File: src/rtl/pipe_scroller_if.sv
//------------------------------------------------------------------------------
// pipe_scroller_if : game-tick/control inputs and pipe/score outputs of the
//                    Flappy Bird pipe scroller.
// Revision 1.0
//------------------------------------------------------------------------------
`default_nettype none

interface pipe_scroller_if;
  logic       tick;
  logic       start;
  logic       freeze;
  logic [9:0] pipe_x;
  logic [9:0] gap_y;
  logic [7:0] score_bcd;
  logic       pass_pulse;
  logic       running;

  modport master (
    output tick, start, freeze,
    input  pipe_x, gap_y, score_bcd, pass_pulse, running
  );

  modport slave (
    input  tick, start, freeze,
    output pipe_x, gap_y, score_bcd, pass_pulse, running
  );
endinterface

`default_nettype wire

File: src/rtl/pipe_scroller.sv
//------------------------------------------------------------------------------
// pipe_scroller : scrolling pipe obstacle, LFSR gap placement, BCD score and
//                 IDLE/RUN/FROZEN game-phase state machine.
// Revision 1.0
//------------------------------------------------------------------------------
`default_nettype none

module pipe_scroller #(
  parameter int unsigned   SCREEN_W  = 640,
  parameter int unsigned   PIPE_W    = 50,
  parameter int unsigned   STEP      = 2,
  parameter int unsigned   BIRD_X    = 100,
  parameter int unsigned   GAP_MIN   = 40,
  parameter int unsigned   GAP_RANGE = 301,
  parameter logic [15:0]   LFSR_SEED = 16'hACE1
) (
  input  wire logic         clk,
  input  wire logic         reset,
  pipe_scroller_if.slave    bus
);

  localparam logic [9:0]  c_screen_w  = 10'(SCREEN_W);
  localparam logic [9:0]  c_step      = 10'(STEP);
  localparam logic [10:0] c_pipe_w    = 11'(PIPE_W);
  localparam logic [10:0] c_bird_x    = 11'(BIRD_X);
  localparam logic [9:0]  c_gap_min   = 10'(GAP_MIN);
  localparam logic [9:0]  c_gap_range = 10'(GAP_RANGE);
  localparam logic [7:0]  c_score_max = 8'h99;

  typedef enum logic [1:0] {
    S_IDLE   = 2'd0,
    S_RUN    = 2'd1,
    S_FROZEN = 2'd2
  } state_t;

  state_t      state_q, state_d;
  logic [9:0]  pipe_x_q, pipe_x_d;
  logic [9:0]  gap_y_q, gap_y_d;
  logic [15:0] lfsr_q, lfsr_d;
  logic [7:0]  score_q, score_d;
  logic        pass_q, pass_d;
  logic        running_q, running_d;

  logic [15:0] lfsr_next;
  logic        respawn;
  logic [9:0]  new_x;
  logic        pass_evt;

  // Low 9 LFSR bits folded into the legal range with one conditional subtract.
  function automatic logic [9:0] gap_of(input logic [8:0] v);
    logic [9:0] c;
    logic [9:0] m;
    c = {1'b0, v};
    if (c < c_gap_range) m = c;
    else                 m = c - c_gap_range;
    return m + c_gap_min;
  endfunction

  function automatic logic [7:0] bcd_inc(input logic [7:0] s);
    logic [7:0] r;
    if (s == c_score_max)      r = s;
    else if (s[3:0] == 4'd9)   r = {s[7:4] + 4'd1, 4'd0};
    else                       r = {s[7:4], s[3:0] + 4'd1};
    return r;
  endfunction

  assign lfsr_next = {lfsr_q[14:0], lfsr_q[15] ^ lfsr_q[13] ^ lfsr_q[12] ^ lfsr_q[10]};
  assign respawn   = (pipe_x_q < c_step);
  assign new_x     = respawn ? c_screen_w : (pipe_x_q - c_step);
  assign pass_evt  = (({1'b0, pipe_x_q} + c_pipe_w) >= c_bird_x) &&
                     (({1'b0, new_x}    + c_pipe_w) <  c_bird_x);

  always_comb begin
    state_d  = state_q;
    pipe_x_d = pipe_x_q;
    gap_y_d  = gap_y_q;
    lfsr_d   = lfsr_q;
    score_d  = score_q;
    pass_d   = 1'b0;
    case (state_q)
      S_IDLE: begin
        pipe_x_d = c_screen_w;
        if (bus.start) state_d = S_RUN;
      end
      S_RUN: begin
        // Collision wins over a coincident tick so the final frame stays put.
        if (bus.freeze) begin
          state_d = S_FROZEN;
        end else if (bus.tick) begin
          pipe_x_d = new_x;
          if (respawn) begin
            lfsr_d  = lfsr_next;
            gap_y_d = gap_of(lfsr_next[8:0]);
          end
          if (pass_evt) begin
            pass_d  = 1'b1;
            score_d = bcd_inc(score_q);
          end
        end
      end
      S_FROZEN: begin
        if (bus.start) begin
          state_d  = S_IDLE;
          pipe_x_d = c_screen_w;
          score_d  = 8'h00;
        end
      end
      default: state_d = S_IDLE;
    endcase
    running_d = (state_d == S_RUN);
  end

  always_ff @(posedge clk or posedge reset) begin
    if (reset) begin
      state_q   <= S_IDLE;
      pipe_x_q  <= c_screen_w;
      lfsr_q    <= LFSR_SEED;
      gap_y_q   <= gap_of(LFSR_SEED[8:0]);
      score_q   <= 8'h00;
      pass_q    <= 1'b0;
      running_q <= 1'b0;
    end else begin
      state_q   <= state_d;
      pipe_x_q  <= pipe_x_d;
      lfsr_q    <= lfsr_d;
      gap_y_q   <= gap_y_d;
      score_q   <= score_d;
      pass_q    <= pass_d;
      running_q <= running_d;
    end
  end

  assign bus.pipe_x     = pipe_x_q;
  assign bus.gap_y      = gap_y_q;
  assign bus.score_bcd  = score_q;
  assign bus.pass_pulse = pass_q;
  assign bus.running    = running_q;

endmodule

`default_nettype wire

File: src/flat_wrapper.sv
// flat-port wrapper written by rule: the top's interface ports become plain ports
module pipe_scroller_flat 
#(
  parameter int unsigned   SCREEN_W  = 640,
  parameter int unsigned   PIPE_W    = 50,
  parameter int unsigned   STEP      = 2,
  parameter int unsigned   BIRD_X    = 100,
  parameter int unsigned   GAP_MIN   = 40,
  parameter int unsigned   GAP_RANGE = 301,
  parameter logic [15:0]   LFSR_SEED = 16'hACE1
)
  (clk, reset, bus_tick, bus_start, bus_freeze, bus_pipe_x, bus_gap_y, bus_score_bcd, bus_pass_pulse, bus_running);
  pipe_scroller_if bus_i ();
  input  wire logic clk;
  input  wire logic reset;
  input wire logic [$bits(bus_i.tick)-1:0] bus_tick;
  input wire logic [$bits(bus_i.start)-1:0] bus_start;
  input wire logic [$bits(bus_i.freeze)-1:0] bus_freeze;
  output wire logic [$bits(bus_i.pipe_x)-1:0] bus_pipe_x;
  output wire logic [$bits(bus_i.gap_y)-1:0] bus_gap_y;
  output wire logic [$bits(bus_i.score_bcd)-1:0] bus_score_bcd;
  output wire logic [$bits(bus_i.pass_pulse)-1:0] bus_pass_pulse;
  output wire logic [$bits(bus_i.running)-1:0] bus_running;
  assign bus_i.tick = bus_tick;
  assign bus_i.start = bus_start;
  assign bus_i.freeze = bus_freeze;
  assign bus_pipe_x = bus_i.pipe_x;
  assign bus_gap_y = bus_i.gap_y;
  assign bus_score_bcd = bus_i.score_bcd;
  assign bus_pass_pulse = bus_i.pass_pulse;
  assign bus_running = bus_i.running;
  pipe_scroller #(.SCREEN_W(SCREEN_W), .PIPE_W(PIPE_W), .STEP(STEP), .BIRD_X(BIRD_X), .GAP_MIN(GAP_MIN), .GAP_RANGE(GAP_RANGE), .LFSR_SEED(LFSR_SEED)) u_core (.clk(clk), .reset(reset), .bus(bus_i));
endmodule
File: config.mk
export PLATFORM = sky130hd
export DESIGN_NAME = pipe_scroller_flat
export DESIGN_NICKNAME = d
export VERILOG_FILES = /design/src/rtl/pipe_scroller_if.sv /design/src/rtl/pipe_scroller.sv /design/src/flat_wrapper.sv
export SDC_FILE = /design/constraint.sdc
export NUM_CORES = 1
export LEC_CHECK = 0
export CAP_MARGIN = 30
export CORE_MARGIN = 1
export CORE_UTILIZATION = 45
export CTS_BUF_LIST = sky130_fd_sc_hd__clkbuf_4 sky130_fd_sc_hd__clkbuf_8
export DETAILED_ROUTE_END_ITERATION = 8
export PLACE_DENSITY_LB_ADDON = 0.12
export SETUP_SLACK_MARGIN = 0.2
export SLEW_MARGIN = 20
export SYNTH_ARGS = -nofsm -noshare
export SYNTH_HDL_FRONTEND = slang
export SYNTH_SLANG_ARGS = --single-unit
File: constraint.sdc
create_clock -name clk -period 3 [get_ports clk]
set_input_delay 0.6 -clock clk [delete_from_list [all_inputs] [get_ports clk]]
set_output_delay 0.6 -clock clk [all_outputs]
set_load 0.01 [all_outputs]
Yosys cells after proc, flatten, opt, wreduce, memory -nomap -nowiden
Cells that the tools add are included.

word-level totals
  flip-flop bits (word level) = 48
  input bits = 5
  output and inout port bits = 30
  word-level logic and storage cells = 67

cells by class
  add/sub/neg operators = 7
  $lt $le $gt $ge = 4
  equal/unequal tests = 11
  muxes and demuxes = 25
  bitwise logic cells = 4
  reductions and logical operators = 8

operators with widths
  cell                   count
  $mux 10                9
  $mux 8                 6
  $pmux 10 s3            1
  $add 10x6->11 const B  2
  $pmux 8 s2             1
  $ge 11x7->1 const B    1
  $lt 11x7->1 const B    1
  $add 10x6->10 const B  1
  $lt 10x2->1 const B    1
  $sub 10x2->10 const B  1
  $sub 9x9->10 const B   1
  $lt 9x9->1 const B     1
  $add 4x1->4 const B    2
  $eq 8x8->1 const B     1
  $ne 2x2->1 const B     4
  $reduce_and 4->1       2
  $reduce_and 7->1       1
  $mux 2                 3
  $pmux 2 s3             1
  $reduce_and 6->1       1
  $eq 2x1->1 const B     2
  $eq 4x4->1 const B     1
  $mux 1                 4
  $ne 2x1->1 const B     2
  7 further kinds        9

Depth between registers and ports, before layout
Gate-level depths: netlist of the first run.

  depth in word-level cells = 10
  depth in mapped cells = 15
  gate-level depth less buffers = 15

Worst setup path before layout of the first run
No wires, ideal clock.

  path type = register to register
  start point = register u_core.lfsr_q[13]
  end point = register u_core.gap_y_q[7], in the netlist u_core.bus.gap_y[7]
  library setup time = 138 ps
  arrival = 3037 ps
  required time = 2862 ps
  slack = -175 ps
  cell stages (with the launch flop) = 16
  path buffers = 0
  period minus slack after synthesis = 3175 ps
  path through = dfstp_2 xor2_1 xnor2_1 inv_1 ha_1 nand3b_1 a211oi_2 o211ai_1 xnor2_1 ha_1 and3_1 o21ai_0 o21ai_0 nor2_1 xnor2_1 o21ai_0

between the ends
  word-level cells in the longest chain between the ends = 10
  elaborated cells on any way between the ends = 11
  classes of those cells = add/sub (2); order compare (1); mux (5); bitwise (3)

ends and longest elaborated chain
  what                                               line                                      RTL
  start, declared                                    pipe_scroller.sv:39                       logic [15:0] lfsr_q, lfsr_d;
  start signal, assigned                             pipe_scroller.sv:125                      lfsr_q <= lfsr_d;
  $xor 1x1->1 * (3 in a row)                         pipe_scroller.sv:67                       assign lfsr_next = {lfsr_q[14:0], lfsr_q[15] ^ lfsr_q[13] ^ lfsr_q[12] ^ lfsr_q[10]};
  $sub 9x9->10 / $lt 9x9->1 (equally long branches)  pipe_scroller.sv:55, pipe_scroller.sv:54
  $mux 10 *                                          pipe_scroller.sv:54                       if (c < c_gap_range) m = c;
  $mux 10 *                                          pipe_scroller.sv:91                       if (respawn) begin
  $mux 10 *                                          pipe_scroller.sv:89                       end else if (bus.tick) begin
  $mux 10 *                                          pipe_scroller.sv:87                       if (bus.freeze) begin
  $mux 10 *                                          pipe_scroller.sv:80                       case (state_q)
  $add 10x6->10 *                                    pipe_scroller.sv:56                       return m + c_gap_min;
  end signal, assigned                               pipe_scroller.sv:118                      gap_y_q <= gap_of(LFSR_SEED[8:0]);
  end signal, assigned                               pipe_scroller.sv:126                      gap_y_q <= gap_y_d;
  end, declared                                      pipe_scroller.sv:38                       logic [9:0] gap_y_q, gap_y_d;

Mark *: on every way between the ends. The rest lies on a longest branch, timed or not. The select of a mux whose other input is x is not followed.
A chain may end at the register's enable or synchronous reset.

Worst setup path after layout of the first run
  start point = register u_core.pipe_x_q[9], in the netlist u_core.bus.pipe_x[9]
  end point = register u_core.score_q[7], in the netlist u_core.bus.score_bcd[7]

between the ends
  word-level cells in the longest chain between the ends = 7
  elaborated cells on any way between the ends = 10
  classes of those cells = add/sub (3); order compare (3); eq/ne (1); mux (1); reduce/logical (2)

ends and longest elaborated chain
  what                                                 line                                      RTL
  start, declared                                      pipe_scroller.sv:37                       logic [9:0] pipe_x_q, pipe_x_d;
  start signal, assigned                               pipe_scroller.sv:116                      pipe_x_q <= c_screen_w;
  start signal, assigned                               pipe_scroller.sv:124                      pipe_x_q <= pipe_x_d;
  $sub 10x2->10 / $lt 10x2->1 (equally long branches)  pipe_scroller.sv:69, pipe_scroller.sv:68
  $mux 10                                              pipe_scroller.sv:69                       assign new_x = respawn ? c_screen_w : (pipe_x_q - c_step);
  $add 10x6->11                                        pipe_scroller.sv:71                       (({1'b0, new_x} + c_pipe_w) < c_bird_x);
  $lt 11x7->1                                          pipe_scroller.sv:71
  $logic_and 1x1->1 *                                  pipe_scroller.sv:70                       assign pass_evt = (({1'b0, pipe_x_q} + c_pipe_w) >= c_bird_x) &&
  $ne 2x1->1 (no source line) *                        n/a
  $reduce_and 7->1 (no source line) *                  n/a
  end signal, assigned                                 pipe_scroller.sv:127                      score_q <= score_d;
  end, declared                                        pipe_scroller.sv:40                       logic [7:0] score_q, score_d;

Mark *: on every way between the ends. The rest lies on a longest branch, timed or not.

==> results of run 1 <==
[cell usage after synthesis, drive strengths merged (3+ instances only)]
library cell  instances  area share, %
a211oi                3            1.1
a21o                  3           0.73
a21oi                15            2.4
a311oi                3           0.85
and2                  5            1.1
and3                  4           0.81
buf                   6            1.7
clkbuf               13            1.6
dfrtp                34             28
dfstp                13             11
ha                    9            3.7
inv                  15            1.8
mux2                 13            4.8
mux2i                 3           0.97
nand2                33            4.0
nand2b                4           0.81
nand3                14            2.3
nand4                 7            1.9
nor2                 26            3.2
nor2b                 6            1.2
nor3                 12            2.1
nor3b                 4           0.97
nor4                  5            1.2
o2111ai               3           0.85
o211ai                4           0.97
o21ai                29            4.7
o31ai                 8            2.4
or3                   3           0.61
or4                   3           0.85
xnor2                11            3.1
xor2                  4            1.1
[per-layer routing]
| layer | vias to the layer above | wire length (um) | global-route usage (%) |
|---|---|---|---|
| met5 | - | 0 | 0 |
| met4 | 0 | 73 | 5.393 |
| met3 | 8 | 309 | 3.048 |
| met2 | 64 | 3110 | 29.71 |
| met1 | 1324 | 3578 | 31.85 |
| li1 | 1348 | - | - |
[worst max-delay path by stage]
stage                              start                       to  slack (ps)
detailed placement  u_core.bus.pipe_x[8]  u_core.bus.score_bcd[5]         -40
global route           u_core.lfsr_q[13]      u_core.bus.gap_y[7]        -170
finish              u_core.bus.pipe_x[9]  u_core.bus.score_bcd[7]          60
floorplan           u_core.bus.pipe_x[8]  u_core.bus.score_bcd[5]         -40
global placement    u_core.bus.pipe_x[8]  u_core.bus.score_bcd[5]          -4
CTS                 u_core.bus.pipe_x[9]  u_core.bus.score_bcd[5]          40
[cell type report]
type	instances	share of cell area, %
repair buffers	74	16.38
multi-input cells	260	47.18
flip-flops and latches	47	29.94
clock inverters	2	0.9416
well taps	77	2.417
clock buffers	5	1.726
inverters	15	1.412
[through the flow]
stage,util [%],total power [mW],instances,setup slack (ps),setup TNS (ps)
CTS,59.49,3.408,476,35.94,0
floorplan,-,2.287,341,-40.16,-106.1
global route,61.38,3.808,480,-165.2,-374.0
finish,61.38,3.559,480,55.30,0
detailed placement,56.93,2.877,463,-43.83,-111.3
global placement,56.93,2.875,463,-3.752,-3.752
[cells by family after synthesis]
logic type | count (synthesis) | synth area share, %
adders and majority gates | 9 | 3.654
other | 1 | 0.1217
buffers and inverters | 34 | 5.075
AOI/OAI and AO/OA | 86 | 19.65
xor gates and xnor gates | 15 | 4.263
DFF | 47 | 38.69
muxes | 16 | 5.725
and+or+nand+nor | 133 | 22.82
[timing repair]
item | 4_1_cts | 5_1_grt
gates resized for setup | 4 | 20
pin swaps | 10 | 8
setup buffers | 6 | 4
cloned | 0 | 0
setup endpoints to repair | 10 | 12
[power by group through the flow]
stage | logic (mW) | clock network, mW | registers [mW]
after floorplan | 1.42 | 0 | 0.871
after global placement | 2.04 | 0 | 0.836
after detailed placement | 2.04 | 0 | 0.838
after CTS | 2.10 | 0.481 | 0.828
after global routing | 2.45 | 0.511 | 0.849
final | 2.26 | 0.470 | 0.830
[flip-flops by register name, indices dropped and copies added, names as in the netlist]
register               count
u_core.bus.gap_y          10
u_core.lfsr_q             16
u_core.bus.pass_pulse      1
u_core.state_q             2
u_core.bus.pipe_x          9
u_core.bus.score_bcd       8
u_core.bus.running         1
==> impl_metrics.toml, run 1 <==
[setup_path]
cp.required_ps = 3240
worst-path-stages = 11
r2r_slack_ps = 60
cpMaxStageDelayCell = "or4_4"
r2r-start = "u_core.bus.pipe_x[9]"
reg2reg_depth = 11
crit_fanout = 7
path_delay_family = "simple AND/OR/NAND/NOR gates"
arrival_ps = 3190
critPathBufInv = 0
critPathLaunchType = "flip-flop"
crit_type = "flip-flop to flip-flop"
max_stage_delay_ps = 580
r2r-end = "u_core.bus.score_bcd[7]"
path_cells = "or4_4, nor3_4, nor2_2, ha_4, a311oi_1, nor3_2, o311ai_4, and2_4, nand4_4, or4_1, nand3_1"
crit_path_end_kind = "flip-flop"

[job]
max_cap_viol_count = 0

[power]
swShare_pct = 45.19
switchingPower_mw = 1.609
intPower_mw = 1.951
irDropWorstVdd_uv = 420.9
p_clk_share_pct = 13.2
power.leakage_nw = 1.683
p_per_area_nw_per_um2 = 892.8
seqPwrFrac_pct = 23.3
p_comb_share_pct = 63.5

[die]
io_pins = 35
core_area_um2 = 6495
start_util_pct = 47.45
die-area_um2 = 7183
die_w_um = 84.76
rows = 29
fp.dieH_um = 84.76

[layout]
area_delta_synth_final_pct = 29.35
layout-drive-gt1-share_pct = 27.54
nNetsFinal = 417
nFillCells = 552
final_common_cell = "buf_4"
multiInputGateArea_um2 = 1881
diodes = 0
stdcell_area_um2 = 3986
layout_common_cells = "37 x buf_4, 33 x clkdlybuf4s50_1, 33 x dfrtp_1"
register_area_um2 = 1194

[yosys]
yosysWarningCount = 0
synth_cell_types = 62
ys_ff_latch = 47
syn_inst = 341
ys.flop_type = "dfrtp_1"
postSynth.asyncResetShare_pct = 100.0
synth_edf_count = 0
syn-cell-area_um2 = 3082
syn-num-nets = 355
ys_seq_area_share_pct = 38.69
avgSynthCellArea_um2 = 9.037

[timing]
relSlewSlack_pct = 59.22
maxSlewViolCount = 0
worstMarginPinSlew_ps = 609.4
hold_slack_ps = 482.8
finClkSkew_ps = 11.32
period_share_pct = 98.16
hold_viol = 0
max_freq_ghz = 0.3396
fin_crit_ps = 2945
rsz0062_at_grt = "true"
setup_viol = 0

[cts]
cts_max_level = 2
root_buffer = "clkbuf_8"
cts_tree = "yes"
cts_hold_buf = 0
cts_buffers = 5
clk-insertion-delay-late_ps = 300
path_clk_slew_ps = 90
clock-sinks = 47
cts_buffer_depth = 2

[drt]
drt_pre_antenna_iters = 6
post-route-drc-count = 1
drt_wl_total_mm = 7.071
ant_nets = 0
avgViaCountPerCell = 5.717
avgRoutedWirePerCell_um = 14.73
vias = 2744
drtIter0Drc = 167

[grt]
grt_pass1_wl_mm = 11.81
grt_max_degree = 40
grt_pass1_vias = 2441
gr-usage-all-layers_pct = 20.53
overflow = 0
antenna_found_initial = 0

[worst_hold_path]
hold_depth = 1
hold_class = "flip-flop to flip-flop"
min_from = "u_core.bus.gap_y[1]"
min_to = "u_core.bus.gap_y[1]"

[placement]
dpl.hpwl_mm = 4.904
gp_congestion = 0.8489
port_buffers = 33
place_area_um2 = 3697

[outcome]
violations = "design-rule violations"
status = "complete, but fails checks"
Note: power is estimated with default switching activity, not from simulation.
==> run 2: changes to the inputs <==
--- a/config.mk
+++ b/config.mk
@@ -9,8 +9,10 @@
 export CORE_MARGIN = 1
 export CORE_UTILIZATION = 45
 export CTS_BUF_LIST = sky130_fd_sc_hd__clkbuf_4 sky130_fd_sc_hd__clkbuf_8
+export CTS_CLUSTER_SIZE = 14
 export DETAILED_ROUTE_END_ITERATION = 8
 export PLACE_DENSITY_LB_ADDON = 0.12
+export RECOVER_POWER = 25
 export SETUP_SLACK_MARGIN = 0.2
 export SLEW_MARGIN = 20
 export SYNTH_ARGS = -nofsm -noshare
==> impl_metrics.toml, run 2 (synthesis gave the netlist of run 1 again) <==
[outcome]
status = "complete, but fails checks"
violations = "design-rule violations"

[drt]
drt_wl_total_mm = 7.071
drtIter0Drc = 167
drt_pre_antenna_iters = 6
avgRoutedWirePerCell_um = 14.73
avgViaCountPerCell = 5.721
vias = 2746
post-route-drc-count = 1
ant_nets = 0

[worst_hold_path]
min_to = "u_core.bus.gap_y[1]"
hold_depth = 1
hold_class = "flip-flop to flip-flop"
min_from = "u_core.bus.gap_y[1]"

[power]
p_per_area_nw_per_um2 = 893.2
power.leakage_nw = 1.684
irDropWorstVdd_uv = 420.9
power_mw = 3.558

[timing]
maxSlewViolCount = 0
relSlewSlack_pct = 44.60
hold_slack_ps = 482.8
setup_viol = 0
max_freq_ghz = 0.3396
worstMarginPinSlew_ps = 830.1
finClkSkew_ps = 11.37
fin_crit_ps = 2944
rsz0062_at_grt = "true"
hold_viol = 0
period_share_pct = 98.15

[layout]
layout_common_cells = "36 x buf_4, 33 x dfrtp_1, 32 x nand2_1"
top_register = "u_core.lfsr_q"
area_delta_synth_final_pct = 29.27
fin_util_pct = 61.34
final_common_cell = "buf_4"
diodes = 0
nNetsFinal = 417
layout-drive-gt1-share_pct = 27.30
stdcell_area_um2 = 3984
largest_reg_flops = 16

[job]
max_cap_viol_count = 0

[die]
io_pins = 35
core_area_um2 = 6495
die_w_um = 84.76
rows = 29
start_util_pct = 47.45
die-area_um2 = 7183
fp.dieH_um = 84.76

[cts]
root_buffer = "clkbuf_8"
clock-sinks = 47
cts_hold_buf = 0
clk-insertion-delay-late_ps = 300
cts_buffers = 5
path_clk_slew_ps = 90
cts_max_level = 2
cts_buffer_depth = 2
cts_tree = "yes"

[grt]
grt_max_degree = 40
gr-usage-all-layers_pct = 20.53
grt_pass1_wl_mm = 11.81
antenna_found_initial = 0
overflow = 0
grt_pass1_vias = 2441

[setup_path]
reg2reg_depth = 11
critPathLaunchType = "flip-flop"
crit_path_end_kind = "flip-flop"
cp.required_ps = 3240
r2r-end = "u_core.bus.score_bcd[7]"
r2r_slack_ps = 60
arrival_ps = 3190
r2r-start = "u_core.bus.pipe_x[9]"
crit_fanout = 7
crit_type = "flip-flop to flip-flop"

[placement]
dpl.hpwl_mm = 4.904
port_buffers = 33
place_area_um2 = 3697
gp_congestion = 0.8489
==> run 2: changes by cell type in the layout (fill, tap and decap cells not counted) <==
cell | before | now
clkdlybuf4s50_1 | 33 | 31
dlygate4sd3_1 | 0 | 2
buf_4 | 37 | 36
clkbuf_2 | 0 | 1
inv_1 | 14 | 15
inv_2 | 1 | 0
==> run 2: report_power, final <==
group,switching (mW),leakage [nW],internal (mW)
clock network,0.227,0.0502,0.244
logic,1.28,1.04,0.973
registers,0.0977,0.590,0.733
total,1.61,1.68,1.95
==> run 2: what timing repair did <==
item	4_1_cts	5_1_grt
resized for setup	4	20
setup endpoints to repair	10	12
buffers inserted	6	4
pin swaps	10	8
hold endpoints to repair	0	0
==> run 2: area by class of cell <==
class,instances,area [um^2]
inverters,15,56.30
repair buffers,74,650.6
clock inverters,2,37.54
fillers,552,2511
multi-input cells,260,1881
flip-flops and latches,47,1194
well taps,77,96.34
clock buffers,5,68.82
==> run 2: through the flow <==
step	instances	setup slack, ps	setup TNS (ps)
2_1_floorplan	341	-40.16	-106.1
3_3_place_gp	463	-3.752	-3.752
3_5_place_dp	463	-43.83	-111.3
4_1_cts	476	35.94	0
5_1_grt	480	-165.2	-374.0
6_report	480	55.61	0
==> run 2: how the worst max path moves through the flow <==
| stage | end | startpoint |
|---|---|---|
| 2_1_floorplan | u_core.bus.score_bcd[5] | u_core.bus.pipe_x[8] |
| 3_3_place_gp | u_core.bus.score_bcd[5] | u_core.bus.pipe_x[8] |
| 3_5_place_dp | u_core.bus.score_bcd[5] | u_core.bus.pipe_x[8] |
| 4_1_cts | u_core.bus.score_bcd[5] | u_core.bus.pipe_x[9] |
| 5_1_grt | u_core.bus.gap_y[7] | u_core.lfsr_q[13] |
| 6_report | u_core.bus.score_bcd[7] | u_core.bus.pipe_x[9] |
==> run 2: routing by layer <==
metal,track usage (%),vias up,routed length [um]
li1,-,1348,-
met1,31.85,1326,3578
met2,29.71,64,3110
met3,3.048,8,309
met4,5.393,0,73
met5,0,-,0
==> run 2: critical path, cell delays in order, from the launching register on <==
cell      delay (ps)
dfstp_2          380
or4_4            580
nor3_4           180
nor2_2            90
ha_4             250
a311oi_1         280
nor3_2            90
o311ai_4          90
and2_4           210
nand4_4          160
or4_1            500
nand3_1           70
